===== config.mk =====
export PLATFORM = sky130hd
export DESIGN_NAME = exe_stage_flat
export DESIGN_NICKNAME = d
export VERILOG_FILES = /design/src/rtl/exe_stage_if.sv /design/src/rtl/exe_stage.sv /design/src/flat_wrapper.sv
export SDC_FILE = /design/constraint.sdc
export NUM_CORES = 1
export LEC_CHECK = 0
export CAP_MARGIN = 25
export CORE_UTILIZATION = 57
export CTS_CLUSTER_SIZE = 10
export DETAILED_ROUTE_END_ITERATION = 6
export PLACE_DENSITY = 0.95
export RECOVER_POWER = 100
export SLEW_MARGIN = 20
export SYNTH_ARGS = -nofsm -noshare
export SYNTH_HDL_FRONTEND = slang
export SYNTH_SLANG_ARGS = --single-unit

===== constraint.sdc =====
create_clock -name clk -period 5.9 [get_ports clk]
set_input_delay 1.18 -clock clk [delete_from_list [all_inputs] [get_ports clk]]
set_output_delay 1.18 -clock clk [all_outputs]
set_load 0.005 [all_outputs]

===== src/rtl/exe_stage_if.sv =====
// ID/EX -> EX -> EX/MEM signal bundle for the execute stage.
// The master side is the decode/ID-EX register; the slave side is exe_stage.
interface exe_stage_if;
  // ID/EX pipeline register outputs
  logic        wb_en_in;
  logic        mem_read_in;
  logic        mem_write_in;
  logic        B_in;
  logic        S_in;
  logic        imm_in;
  logic [3:0]  exe_cmd_in;
  logic [31:0] PC_in;
  logic [31:0] val_Rn_in;
  logic [31:0] val_Rm_in;
  logic [11:0] shift_operand_in;
  logic [23:0] signed_imm_24_in;
  logic [3:0]  dest_in;

  // returned to fetch / decode
  logic        branch_taken;
  logic [31:0] branch_addr;
  logic [3:0]  SR;

  // EX/MEM pipeline register outputs
  logic        wb_en;
  logic        mem_read;
  logic        mem_write;
  logic [31:0] alu_res;
  logic [31:0] val_Rm;
  logic [3:0]  dest;

  modport master (
    output wb_en_in, mem_read_in, mem_write_in, B_in, S_in, imm_in,
           exe_cmd_in, PC_in, val_Rn_in, val_Rm_in, shift_operand_in,
           signed_imm_24_in, dest_in,
    input  branch_taken, branch_addr, SR,
           wb_en, mem_read, mem_write, alu_res, val_Rm, dest
  );

  modport slave (
    input  wb_en_in, mem_read_in, mem_write_in, B_in, S_in, imm_in,
           exe_cmd_in, PC_in, val_Rn_in, val_Rm_in, shift_operand_in,
           signed_imm_24_in, dest_in,
    output branch_taken, branch_addr, SR,
           wb_en, mem_read, mem_write, alu_res, val_Rm, dest
  );
endinterface


===== src/rtl/exe_stage.sv =====
// Execute stage of the five-stage ARM pipeline: operand-2 generator, ALU,
// NZCV status register and the EX/MEM pipeline register.
module exe_stage (
  input  logic       clk,
  input  logic       rst,
  input  logic       freeze,
  exe_stage_if.slave bus
);

  localparam logic [3:0] CMD_MOV = 4'b0001;
  localparam logic [3:0] CMD_ADD = 4'b0010;
  localparam logic [3:0] CMD_ADC = 4'b0011;
  localparam logic [3:0] CMD_SUB = 4'b0100;
  localparam logic [3:0] CMD_SBC = 4'b0101;
  localparam logic [3:0] CMD_AND = 4'b0110;
  localparam logic [3:0] CMD_ORR = 4'b0111;
  localparam logic [3:0] CMD_EOR = 4'b1000;
  localparam logic [3:0] CMD_MVN = 4'b1001;

  localparam logic [1:0] SH_LSL = 2'b00;
  localparam logic [1:0] SH_LSR = 2'b01;
  localparam logic [1:0] SH_ASR = 2'b10;
  localparam logic [1:0] SH_ROR = 2'b11;

  function automatic logic [31:0] ror32(input logic [31:0] x, input logic [4:0] amt);
    logic [63:0] dbl;
    dbl = {x, x} >> amt;
    return dbl[31:0];
  endfunction

  function automatic logic [31:0] shift_rm(input logic [31:0] rm,
                                           input logic [4:0]  amt,
                                           input logic [1:0]  kind);
    logic signed [31:0] rm_s;
    logic        [31:0] res;
    rm_s = rm;
    case (kind)
      SH_LSL:  res = rm << amt;
      SH_LSR:  res = rm >> amt;
      SH_ASR:  res = rm_s >>> amt;
      SH_ROR:  res = ror32(rm, amt);
      default: res = rm;
    endcase
    return res;
  endfunction

  // Address offsets win over immediates so LDR/STR always see the raw 12-bit field.
  function automatic logic [31:0] gen_val2(input logic        mem_acc,
                                           input logic        imm,
                                           input logic [11:0] so,
                                           input logic [31:0] rm);
    logic [31:0] res;
    if (mem_acc)
      res = {20'b0, so};
    else if (imm)
      res = ror32({24'b0, so[7:0]}, {so[11:8], 1'b0});
    else
      res = shift_rm(rm, so[11:7], so[6:5]);
    return res;
  endfunction

  function automatic logic [32:0] add33(input logic [31:0] a,
                                        input logic [31:0] b,
                                        input logic        cin);
    return {1'b0, a} + {1'b0, b} + {32'b0, cin};
  endfunction

  // Signed overflow when both addends share a sign the sum does not.
  function automatic logic add_ovf(input logic signed [31:0] a,
                                   input logic signed [31:0] b,
                                   input logic signed [31:0] r);
    return (a[31] == b[31]) && (r[31] != a[31]);
  endfunction

  // Registered state
  logic        wb_en_q,     wb_en_d;
  logic        mem_read_q,  mem_read_d;
  logic        mem_write_q, mem_write_d;
  logic [31:0] alu_res_q,   alu_res_d;
  logic [31:0] val_rm_q,    val_rm_d;
  logic [3:0]  dest_q,      dest_d;
  logic [3:0]  sr_q,        sr_d;

  // Combinational ALU signals
  logic [31:0] val2;
  logic [31:0] alu_out;
  logic [32:0] sum33;
  logic        flag_n, flag_z, flag_c, flag_v;
  logic        cmd_valid;
  logic        carry_q;

  assign carry_q = sr_q[1];

  always_comb begin
    val2 = gen_val2(bus.mem_read_in | bus.mem_write_in, bus.imm_in,
                    bus.shift_operand_in, bus.val_Rm_in);
  end

  // Subtraction is a + ~b + carry-in so C reads as "no borrow" directly.
  always_comb begin
    alu_out   = '0;
    sum33     = '0;
    flag_c    = carry_q;
    flag_v    = sr_q[0];
    cmd_valid = 1'b1;
    case (bus.exe_cmd_in)
      CMD_MOV: alu_out = val2;
      CMD_MVN: alu_out = ~val2;
      CMD_ADD, CMD_ADC: begin
        sum33   = add33(bus.val_Rn_in, val2,
                        (bus.exe_cmd_in == CMD_ADC) ? carry_q : 1'b0);
        alu_out = sum33[31:0];
        flag_c  = sum33[32];
        flag_v  = add_ovf(bus.val_Rn_in, val2, sum33[31:0]);
      end
      CMD_SUB, CMD_SBC: begin
        sum33   = add33(bus.val_Rn_in, ~val2,
                        (bus.exe_cmd_in == CMD_SBC) ? carry_q : 1'b1);
        alu_out = sum33[31:0];
        flag_c  = sum33[32];
        flag_v  = add_ovf(bus.val_Rn_in, ~val2, sum33[31:0]);
      end
      CMD_AND: alu_out = bus.val_Rn_in & val2;
      CMD_ORR: alu_out = bus.val_Rn_in | val2;
      CMD_EOR: alu_out = bus.val_Rn_in ^ val2;
      default: cmd_valid = 1'b0;
    endcase
    flag_n = alu_out[31];
    flag_z = (alu_out == 32'b0);
  end

  always_comb begin
    wb_en_d     = wb_en_q;
    mem_read_d  = mem_read_q;
    mem_write_d = mem_write_q;
    alu_res_d   = alu_res_q;
    val_rm_d    = val_rm_q;
    dest_d      = dest_q;
    sr_d        = sr_q;
    if (!freeze) begin
      wb_en_d     = bus.wb_en_in;
      mem_read_d  = bus.mem_read_in;
      mem_write_d = bus.mem_write_in;
      alu_res_d   = alu_out;
      val_rm_d    = bus.val_Rm_in;
      dest_d      = bus.dest_in;
      if (bus.S_in && cmd_valid)
        sr_d = {flag_n, flag_z, flag_c, flag_v};
    end
  end

  // EX/MEM boundary and status register
  always_ff @(posedge clk or negedge rst) begin
    if (!rst) begin
      wb_en_q     <= 1'b0;
      mem_read_q  <= 1'b0;
      mem_write_q <= 1'b0;
      alu_res_q   <= '0;
      val_rm_q    <= '0;
      dest_q      <= '0;
      sr_q        <= '0;
    end else begin
      wb_en_q     <= wb_en_d;
      mem_read_q  <= mem_read_d;
      mem_write_q <= mem_write_d;
      alu_res_q   <= alu_res_d;
      val_rm_q    <= val_rm_d;
      dest_q      <= dest_d;
      sr_q        <= sr_d;
    end
  end

  assign bus.branch_taken = bus.B_in;
  assign bus.branch_addr  = bus.PC_in + {{6{bus.signed_imm_24_in[23]}}, bus.signed_imm_24_in, 2'b00};
  assign bus.SR           = sr_q;
  assign bus.wb_en        = wb_en_q;
  assign bus.mem_read     = mem_read_q;
  assign bus.mem_write    = mem_write_q;
  assign bus.alu_res      = alu_res_q;
  assign bus.val_Rm       = val_rm_q;
  assign bus.dest         = dest_q;

endmodule

===== src/flat_wrapper.sv =====
// flat-port wrapper written by rule: the top's interface ports become plain ports
module exe_stage_flat 
  (clk, rst, freeze, bus_wb_en_in, bus_mem_read_in, bus_mem_write_in, bus_B_in, bus_S_in, bus_imm_in, bus_exe_cmd_in, bus_PC_in, bus_val_Rn_in, bus_val_Rm_in, bus_shift_operand_in, bus_signed_imm_24_in, bus_dest_in, bus_branch_taken, bus_branch_addr, bus_SR, bus_wb_en, bus_mem_read, bus_mem_write, bus_alu_res, bus_val_Rm, bus_dest);
  exe_stage_if bus_i ();
  input  logic clk;
  input  logic rst;
  input  logic freeze;
  input wire logic [$bits(bus_i.wb_en_in)-1:0] bus_wb_en_in;
  input wire logic [$bits(bus_i.mem_read_in)-1:0] bus_mem_read_in;
  input wire logic [$bits(bus_i.mem_write_in)-1:0] bus_mem_write_in;
  input wire logic [$bits(bus_i.B_in)-1:0] bus_B_in;
  input wire logic [$bits(bus_i.S_in)-1:0] bus_S_in;
  input wire logic [$bits(bus_i.imm_in)-1:0] bus_imm_in;
  input wire logic [$bits(bus_i.exe_cmd_in)-1:0] bus_exe_cmd_in;
  input wire logic [$bits(bus_i.PC_in)-1:0] bus_PC_in;
  input wire logic [$bits(bus_i.val_Rn_in)-1:0] bus_val_Rn_in;
  input wire logic [$bits(bus_i.val_Rm_in)-1:0] bus_val_Rm_in;
  input wire logic [$bits(bus_i.shift_operand_in)-1:0] bus_shift_operand_in;
  input wire logic [$bits(bus_i.signed_imm_24_in)-1:0] bus_signed_imm_24_in;
  input wire logic [$bits(bus_i.dest_in)-1:0] bus_dest_in;
  output wire logic [$bits(bus_i.branch_taken)-1:0] bus_branch_taken;
  output wire logic [$bits(bus_i.branch_addr)-1:0] bus_branch_addr;
  output wire logic [$bits(bus_i.SR)-1:0] bus_SR;
  output wire logic [$bits(bus_i.wb_en)-1:0] bus_wb_en;
  output wire logic [$bits(bus_i.mem_read)-1:0] bus_mem_read;
  output wire logic [$bits(bus_i.mem_write)-1:0] bus_mem_write;
  output wire logic [$bits(bus_i.alu_res)-1:0] bus_alu_res;
  output wire logic [$bits(bus_i.val_Rm)-1:0] bus_val_Rm;
  output wire logic [$bits(bus_i.dest)-1:0] bus_dest;
  assign bus_i.wb_en_in = bus_wb_en_in;
  assign bus_i.mem_read_in = bus_mem_read_in;
  assign bus_i.mem_write_in = bus_mem_write_in;
  assign bus_i.B_in = bus_B_in;
  assign bus_i.S_in = bus_S_in;
  assign bus_i.imm_in = bus_imm_in;
  assign bus_i.exe_cmd_in = bus_exe_cmd_in;
  assign bus_i.PC_in = bus_PC_in;
  assign bus_i.val_Rn_in = bus_val_Rn_in;
  assign bus_i.val_Rm_in = bus_val_Rm_in;
  assign bus_i.shift_operand_in = bus_shift_operand_in;
  assign bus_i.signed_imm_24_in = bus_signed_imm_24_in;
  assign bus_i.dest_in = bus_dest_in;
  assign bus_branch_taken = bus_i.branch_taken;
  assign bus_branch_addr = bus_i.branch_addr;
  assign bus_SR = bus_i.SR;
  assign bus_wb_en = bus_i.wb_en;
  assign bus_mem_read = bus_i.mem_read;
  assign bus_mem_write = bus_i.mem_write;
  assign bus_alu_res = bus_i.alu_res;
  assign bus_val_Rm = bus_i.val_Rm;
  assign bus_dest = bus_i.dest;
  exe_stage u_core (.clk(clk), .rst(rst), .freeze(freeze), .bus(bus_i));
endmodule

==> flow_summary.json, run 1 <==
{
  "outcome": "aborted with a tool error",
  "haltStage": "global routing",
  "firstError": "[ERROR GRT-0116] Global routing finished with congestion. Check the congestion regions in the DRC Viewer.",
  "cts_buffer_depth": 2,
  "start_util": 0.582,
  "htree_levels": 3,
  "place_area_mm2": 0.0238,
  "synthXorXnorAreaFrac": 0.0254,
  "synth_area_leader_cell": "dfrtp_1",
  "hold_buffers": 0,
  "yosys.cell_types.count": 99,
  "numCtsBuffers": 9,
  "cts_root_buf": "clkbuf_16",
  "synth_edf_count": 0,
  "grt_usage": 1.02,
  "grt_pass1_vias": 33100,
  "num_rows": 61,
  "synthCells": 2090,
  "grt_max_degree": 76,
  "dpl.hpwl_um": 72100,
  "synth_compound_area_frac": 0.302,
  "synthMuxAreaShare": 0.189,
  "ys_async_sr_fraction": 1.00,
  "ys_seq_area_frac": 0.116,
  "ios": 257,
  "synth_seq_cells": 75,
  "die_h_um": 171,
  "netlist_area_mm2": 0.0162,
  "yosys.area_share.simple": 0.186,
  "io_buffers": 250,
  "synth_area_leaders": "dfrtp_1 12%, ha_1 10%, mux4_2 8.5%",
  "synth_nets": 2373,
  "synth_top_area_frac": 0.116,
  "yosys.area_share.adder": 0.106,
  "grt_pass1_wl_um": 220000,
  "ys.flop_type": "dfrtp_1",
  "synth_top_family_by_area": "compound AO/OA/AOI/OAI gates",
  "yosys_warnings": 0,
  "syn_area_per_cell_um2": 7.76,
  "cts.sinks": 75,
  "grt.overflow.total": 2527,
  "routabilityCongestion": 1.42,
  "die_x_um": 171
}
-- logic make-up after synthesis --
logic type,count (synthesis)
AOI/OAI and AO/OA,712
and+or+nand+nor,614
buffers and inverters,289
muxes,219
adders and majority gates,134
DFF,75
xor gates and xnor gates,47
-- synthesized netlist by cell type (14+ instances only) --
library cell,count
nor2_1,162
nand2_1,151
a21oi_1,144
ha_1,129
inv_1,117
o21ai_0,117
clkbuf_1,116
dfrtp_1,75
mux2_2,74
mux2i_1,69
mux4_2,61
nor3_1,56
nand3_1,52
xnor2_1,40
a211oi_1,37
a31oi_1,33
a21o_1,32
a221oi_1,30
o22ai_1,30
o211ai_1,29
nand2b_1,28
o31ai_1,23
or3_1,23
buf_2,22
nor2b_1,22
nor4_1,21
a22oi_1,19
nand4_1,18
o21a_1,18
o221ai_1,17
mux2_1,14
-- routing by layer --
layer,global-route usage,overflow
met3,0.835,120
met1,0.904,105
met5,0.736,24
met4,1.12,466
met2,1.30,1812
-- per-stage QoR --
step           worst slack [ns]  instances   util
4_1_cts                  -0.479       3306  0.925
3_5_place_dp              -1.60       3220  0.853
3_3_place_gp              -1.21       3220  0.853
2_1_floorplan            -0.123       2090      -
-- repair_timing --
| item | in CTS |
|---|---|
| gates resized for setup | 343 |
| endpoints found under the setup margin | 36 |
| setup buffers | 67 |
| gates cloned | 4 |
| pin swaps | 65 |
==> run 2: changes to the inputs <==
--- a/config.mk
+++ b/config.mk
@@ -6,10 +6,9 @@
 export NUM_CORES = 1
 export LEC_CHECK = 0
 export CAP_MARGIN = 25
-export CORE_UTILIZATION = 57
-export CTS_CLUSTER_SIZE = 10
+export CORE_UTILIZATION = 40
 export DETAILED_ROUTE_END_ITERATION = 6
-export PLACE_DENSITY = 0.95
+export PLACE_DENSITY_LB_ADDON = 0.15
 export RECOVER_POWER = 100
 export SLEW_MARGIN = 20
 export SYNTH_ARGS = -nofsm -noshare
==> run 2 against run 1 <==
  * Area after synthesis did not move
  * Synthesized cell count did not move
  * The flow now finishes, with violations (capacitance limit, slew limit, setup timing)
==> flow_summary.json, run 2 <==
{
  "die_area_mm2": 0.0414,
  "synth_top_area_frac": 0.116,
  "tightest_slew_ns": 4.47,
  "finalCritPeriodShare": 1.08,
  "critical_path.startpoint": "bus_shift_operand_in[7]",
  "hold_buffers": 0,
  "rsz0062_at_grt": "yes",
  "timing.critical_path.required_ns": 6.20,
  "crit_end": "u_core.bus.SR[2]",
  "synth_area_leaders": "dfrtp_1 12%, ha_1 10%, mux4_2 8.5%",
  "grt_pass1_vias": 22800,
  "grt.overflow.total": 0,
  "synth_edf_count": 0,
  "setup_ws_ns": -0.449,
  "fin_tns_setup_ns": -1.55,
  "power.total_mw": 4.08,
  "outcome": "finished, violations left",
  "crit_type": "in2reg",
  "cp_max_fo": 7,
  "syn2layout_area_growth_pct": 67.8,
  "dp_slack_ns": -1.51,
  "wl_um": 96100,
  "dpl.hpwl_um": 73900,
  "finalHoldViolations": 0,
  "clock_power_share": 0.149,
  "yosysMostFrequentCell": "nor2_1",
  "num_rows": 73,
  "drive_above_1_share": 0.421,
  "dr_total_vias": 23000,
  "final_max_slew_viol_count": 139,
  "arrival_ns": 6.65,
  "n_antenna_cell": 0,
  "hp-start": "u_core.bus.val_Rm[30]",
  "hold_path.class": "reg2reg",
  "power_density_mw_per_mm2": 150,
  "final_cell_mix": "760 x buf_4, 154 x nor2_1, 149 x nand2_1",
  "peakVddDrop_mv": 0.148,
  "yosys.cell_types.count": 99,
  "drt-initial-drc-count": 2456,
  "max_freq_mhz": 158,
  "violations": "capacitance limit, slew limit, setup timing",
  "power.switching_mw": 1.80,
  "dr.pass1.iters": 6,
  "netlist_area_mm2": 0.0162,
  "coreArea_mm2": 0.0398,
  "ios": 257,
  "critPathCaptureType": "register",
  "drc": 0,
  "r2r-end": "u_core.bus.SR[2]",
  "finish.net_count": 3292,
  "routedWlPerCell_um": 27.2,
  "ys.flop_type": "dfrtp_1",
  "seq_power_share": 0.151,
  "clkTransAtPathRegs_ns": 0.07,
  "synth_area_leader_cell": "dfrtp_1",
  "synth_nets": 2373,
  "intPower_mw": 2.28,
  "setup_viol": 8,
  "ys_seq_area_frac": 0.116,
  "cts.sinks": 75,
  "p_leak_nw": 12.1,
  "p_comb_frac": 0.700,
  "vias_per_cell": 6.49,
  "tritoncts": "yes",
  "cts_root_buf": "clkbuf_16",
  "yosys_warnings": 0,
  "r2r_cells": 17,
  "antenna_found_initial": 2,
  "cts_buffer_depth": 2,
  "start_util": 0.407,
  "fillerInstances": 3272,
  "reg2reg_setup_slack_ns": 1.13,
  "final_area_mm2": 0.0272,
  "hold_ws_ns": 0.480,
  "synth_seq_cells": 75,
  "grt_max_degree": 76,
  "htree_levels": 3,
  "max_cap_violations": 2,
  "syn_area_per_cell_um2": 7.76,
  "final_common_cell": "buf_4",
  "place_area_mm2": 0.0245,
  "maxSlewHeadroom": -1.98,
  "synthCells": 2090,
  "cp-start-kind": "input pin",
  "ys_async_sr_fraction": 1.00,
  "numCtsBuffers": 9,
  "skew_ns": 0.0166,
  "synth_commonest_cells": "162 x nor2_1, 151 x nand2_1, 144 x a21oi_1",
  "io_buffers": 250,
  "drtAntennaViolNets": 0,
  "grt_pass1_wl_um": 140000,
  "timing.final.crit_period_ns": 6.35,
  "die_h_um": 203,
  "switching_share": 0.442,
  "die_x_um": 203,
  "grt_usage": 0.450,
  "routabilityCongestion": 1.09,
  "rr_startpoint": "u_core.bus.SR[1]",
  "clk_latency_ns": 0.41
}
-- run 2: cell counts after synthesis --
Identical to the previous run, type by type.
-- run 2: cell families after synthesis --
kind of cell / synth area share
flip-flops: 0.116
AND/OR/NAND/NOR: 0.186
adder cells (fa/ha/maj): 0.106
buffers and inverters: 0.0754
AO/OA/AOI/OAI: 0.302
XOR/XNOR: 0.0254
multiplexers: 0.189
-- run 2: power by group through the flow --
stage               registers [mW]  logic (mW)  clock network (mW)
floorplan                    0.626        1.08                   0
global placement             0.625        2.41                   0
detailed placement           0.628        2.44                   0
CTS                          0.619        2.70               0.619
global route                 0.625        2.97               0.632
finish                       0.617        2.85               0.607
-- run 2: worst max-delay path: stages --
cell	delay (ns)
buf_16	0.11
buf_12	0.13
buf_12	0.11
mux4_2	0.53
mux2_4	0.31
nand3_2	0.07
a31oi_1	0.08
buf_4	0.18
o31ai_4	0.35
ha_4	0.28
nor4_4	0.35
or4b_4	0.52
a21oi_4	0.23
o31ai_4	0.12
a31oi_4	0.30
a2111oi_4	0.15
buf_4	0.17
o41ai_4	0.35
a211oi_2	0.13
nor4b_2	0.29
o31a_1	0.20
a31oi_2	0.05
buf_4	0.17
o41ai_2	0.25
-- run 2: cell type report --
cell class                      instances  area (um2)  area share
Timing Repair Buffer                 1072        9080       0.334
Clock inverter                          7        57.6     0.00211
Inverter                              125         474      0.0174
Multi-Input combinational cell       1726       14800       0.545
Sequential cell                        75        1880      0.0690
Tap cell                              525         657      0.0241
Clock buffer                            9         225     0.00827
-- run 2: per-stage QoR --
stage	utilization	cells
after floorplan	-	2090
after global placement	0.614	3431
after detailed placement	0.614	3431
after CTS	0.670	3517
after global routing	0.683	3539
final	0.683	3539
-- run 2: routing by layer --
| metal | GRT usage | vias to the layer above | wire length, um |
|---|---|---|---|
| met1 | 0.534 | 11000 | 35200 |
| met5 | 0 | - | 22 |
| li1 | - | 9835 | - |
| met2 | 0.722 | 1594 | 43300 |
| met4 | 0.316 | 4 | 7990 |
| met3 | 0.0984 | 504 | 9600 |
-- run 2: worst min path at each step --
| stage | slack (ns) | cells past startpoint | to |
|---|---|---|---|
| finish | 0.48 | 2 | u_core.bus.val_Rm[30] |
| global route | 0.50 | 1 | u_core.bus.alu_res[5] |
| CTS | 0.49 | 2 | u_core.bus.SR[2] |
| detailed placement | 0.47 | 1 | u_core.bus.alu_res[5] |
| global placement | 0.47 | 1 | u_core.bus.alu_res[5] |
| floorplan | 0.47 | 2 | u_core.bus.SR[2] |
-- run 2: what timing repair did --
action | 4_1_cts | 5_1_grt
pin swaps | 97 | 72
gates resized for setup | 350 | 125
buffers inserted | 70 | 28
gates cloned | 5 | 1
setup endpoints to repair | 31 | 24
No activity file was read; power rests on OpenSTA's default activity.
==> run 3: changes to the inputs <==
--- a/config.mk
+++ b/config.mk
@@ -6,11 +6,13 @@
 export NUM_CORES = 1
 export LEC_CHECK = 0
 export CAP_MARGIN = 25
+export CELL_PAD_IN_SITES_DETAIL_PLACEMENT = 1
+export CELL_PAD_IN_SITES_GLOBAL_PLACEMENT = 1
 export CORE_UTILIZATION = 40
 export DETAILED_ROUTE_END_ITERATION = 6
 export PLACE_DENSITY_LB_ADDON = 0.15
 export RECOVER_POWER = 100
-export SLEW_MARGIN = 20
+export SLEW_MARGIN = 10
 export SYNTH_ARGS = -nofsm -noshare
 export SYNTH_HDL_FRONTEND = slang
 export SYNTH_SLANG_ARGS = --single-unit
==> run 3 against run 2 <==
  * The flow now stops in global routing
  * Area after synthesis stayed put
  * Synthesized cell count stayed put
==> flow_summary.json, run 3 <==
{
  "die_x_um": 203,
  "num_rows": 73,
  "ys_seq_area_frac": 0.116,
  "synth_seq_cells": 75,
  "routabilityCongestion": 1.17,
  "grt.overflow.total": 2005,
  "outcome": "aborted with a tool error",
  "postGrtWorstEndpoint": "u_core.bus.SR[2]$_DFFE_PN0P_/D",
  "ys_async_sr_fraction": 1.00,
  "dp_cells": 3440,
  "yosysMostFrequentCell": "nor2_1",
  "synthCells": 2090,
  "netlist_area_mm2": 0.0162,
  "io_buffers": 250,
  "hold_buffers": 0,
  "grt_max_degree": 53,
  "syn_area_per_cell_um2": 7.76,
  "die_h_um": 203,
  "haltStage": "global routing",
  "numCtsBuffers": 9,
  "start_util": 0.407,
  "dpl.hpwl_um": 85100,
  "firstError": "[ERROR GRT-0232] Routing congestion too high. Check the congestion heatmap in the GUI.",
  "yosys.cell_types.count": 99,
  "cts_root_buf": "clkbuf_16",
  "cts.sinks": 75,
  "ys.flop_type": "dfrtp_1",
  "htree_levels": 3,
  "worst-ep-kind": "register data pin",
  "cts_buffer_depth": 2,
  "synth_area_leader_cell": "dfrtp_1",
  "synth_top_area_frac": 0.116,
  "ios": 257,
  "synth_edf_count": 0,
  "grt_usage": 0.942,
  "synth_area_leaders": "dfrtp_1 12%, ha_1 10%, mux4_2 8.5%",
  "yosys_warnings": 0,
  "synth_nets": 2373,
  "synth_commonest_cells": "162 x nor2_1, 151 x nand2_1, 144 x a21oi_1"
}
-- run 3: cell counts after synthesis --
No cell type changed its count.
-- run 3: cell families after synthesis --
group                      after synthesis  synth area share
DFF                                     75             0.116
muxes                                  219             0.189
and+or+nand+nor                        614             0.186
buffers and inverters                  289            0.0754
AOI/OAI and AO/OA                      712             0.302
adders and majority gates              134             0.106
xor gates and xnor gates                47            0.0254
-- run 3: routing by layer --
| layer | overflow | global-route usage |
|---|---|---|
| met5 | 8 | 0.440 |
| met4 | 504 | 1.06 |
| met3 | 40 | 0.762 |
| met2 | 1422 | 1.15 |
| met1 | 31 | 0.883 |
-- run 3: through the flow --
stage                      util  setup WS (ns)  cell area (um2)
after floorplan               -         -0.123            16400
after global placement    0.615          -1.43            24500
after detailed placement  0.615          -1.77            24500
after CTS                 0.675         -0.658            26900
-- run 3: repair_timing --
item | 4_1_cts
resized for setup | 364
setup buffers | 86
pin swaps | 89
gates cloned | 4
endpoints found under the setup margin | 35
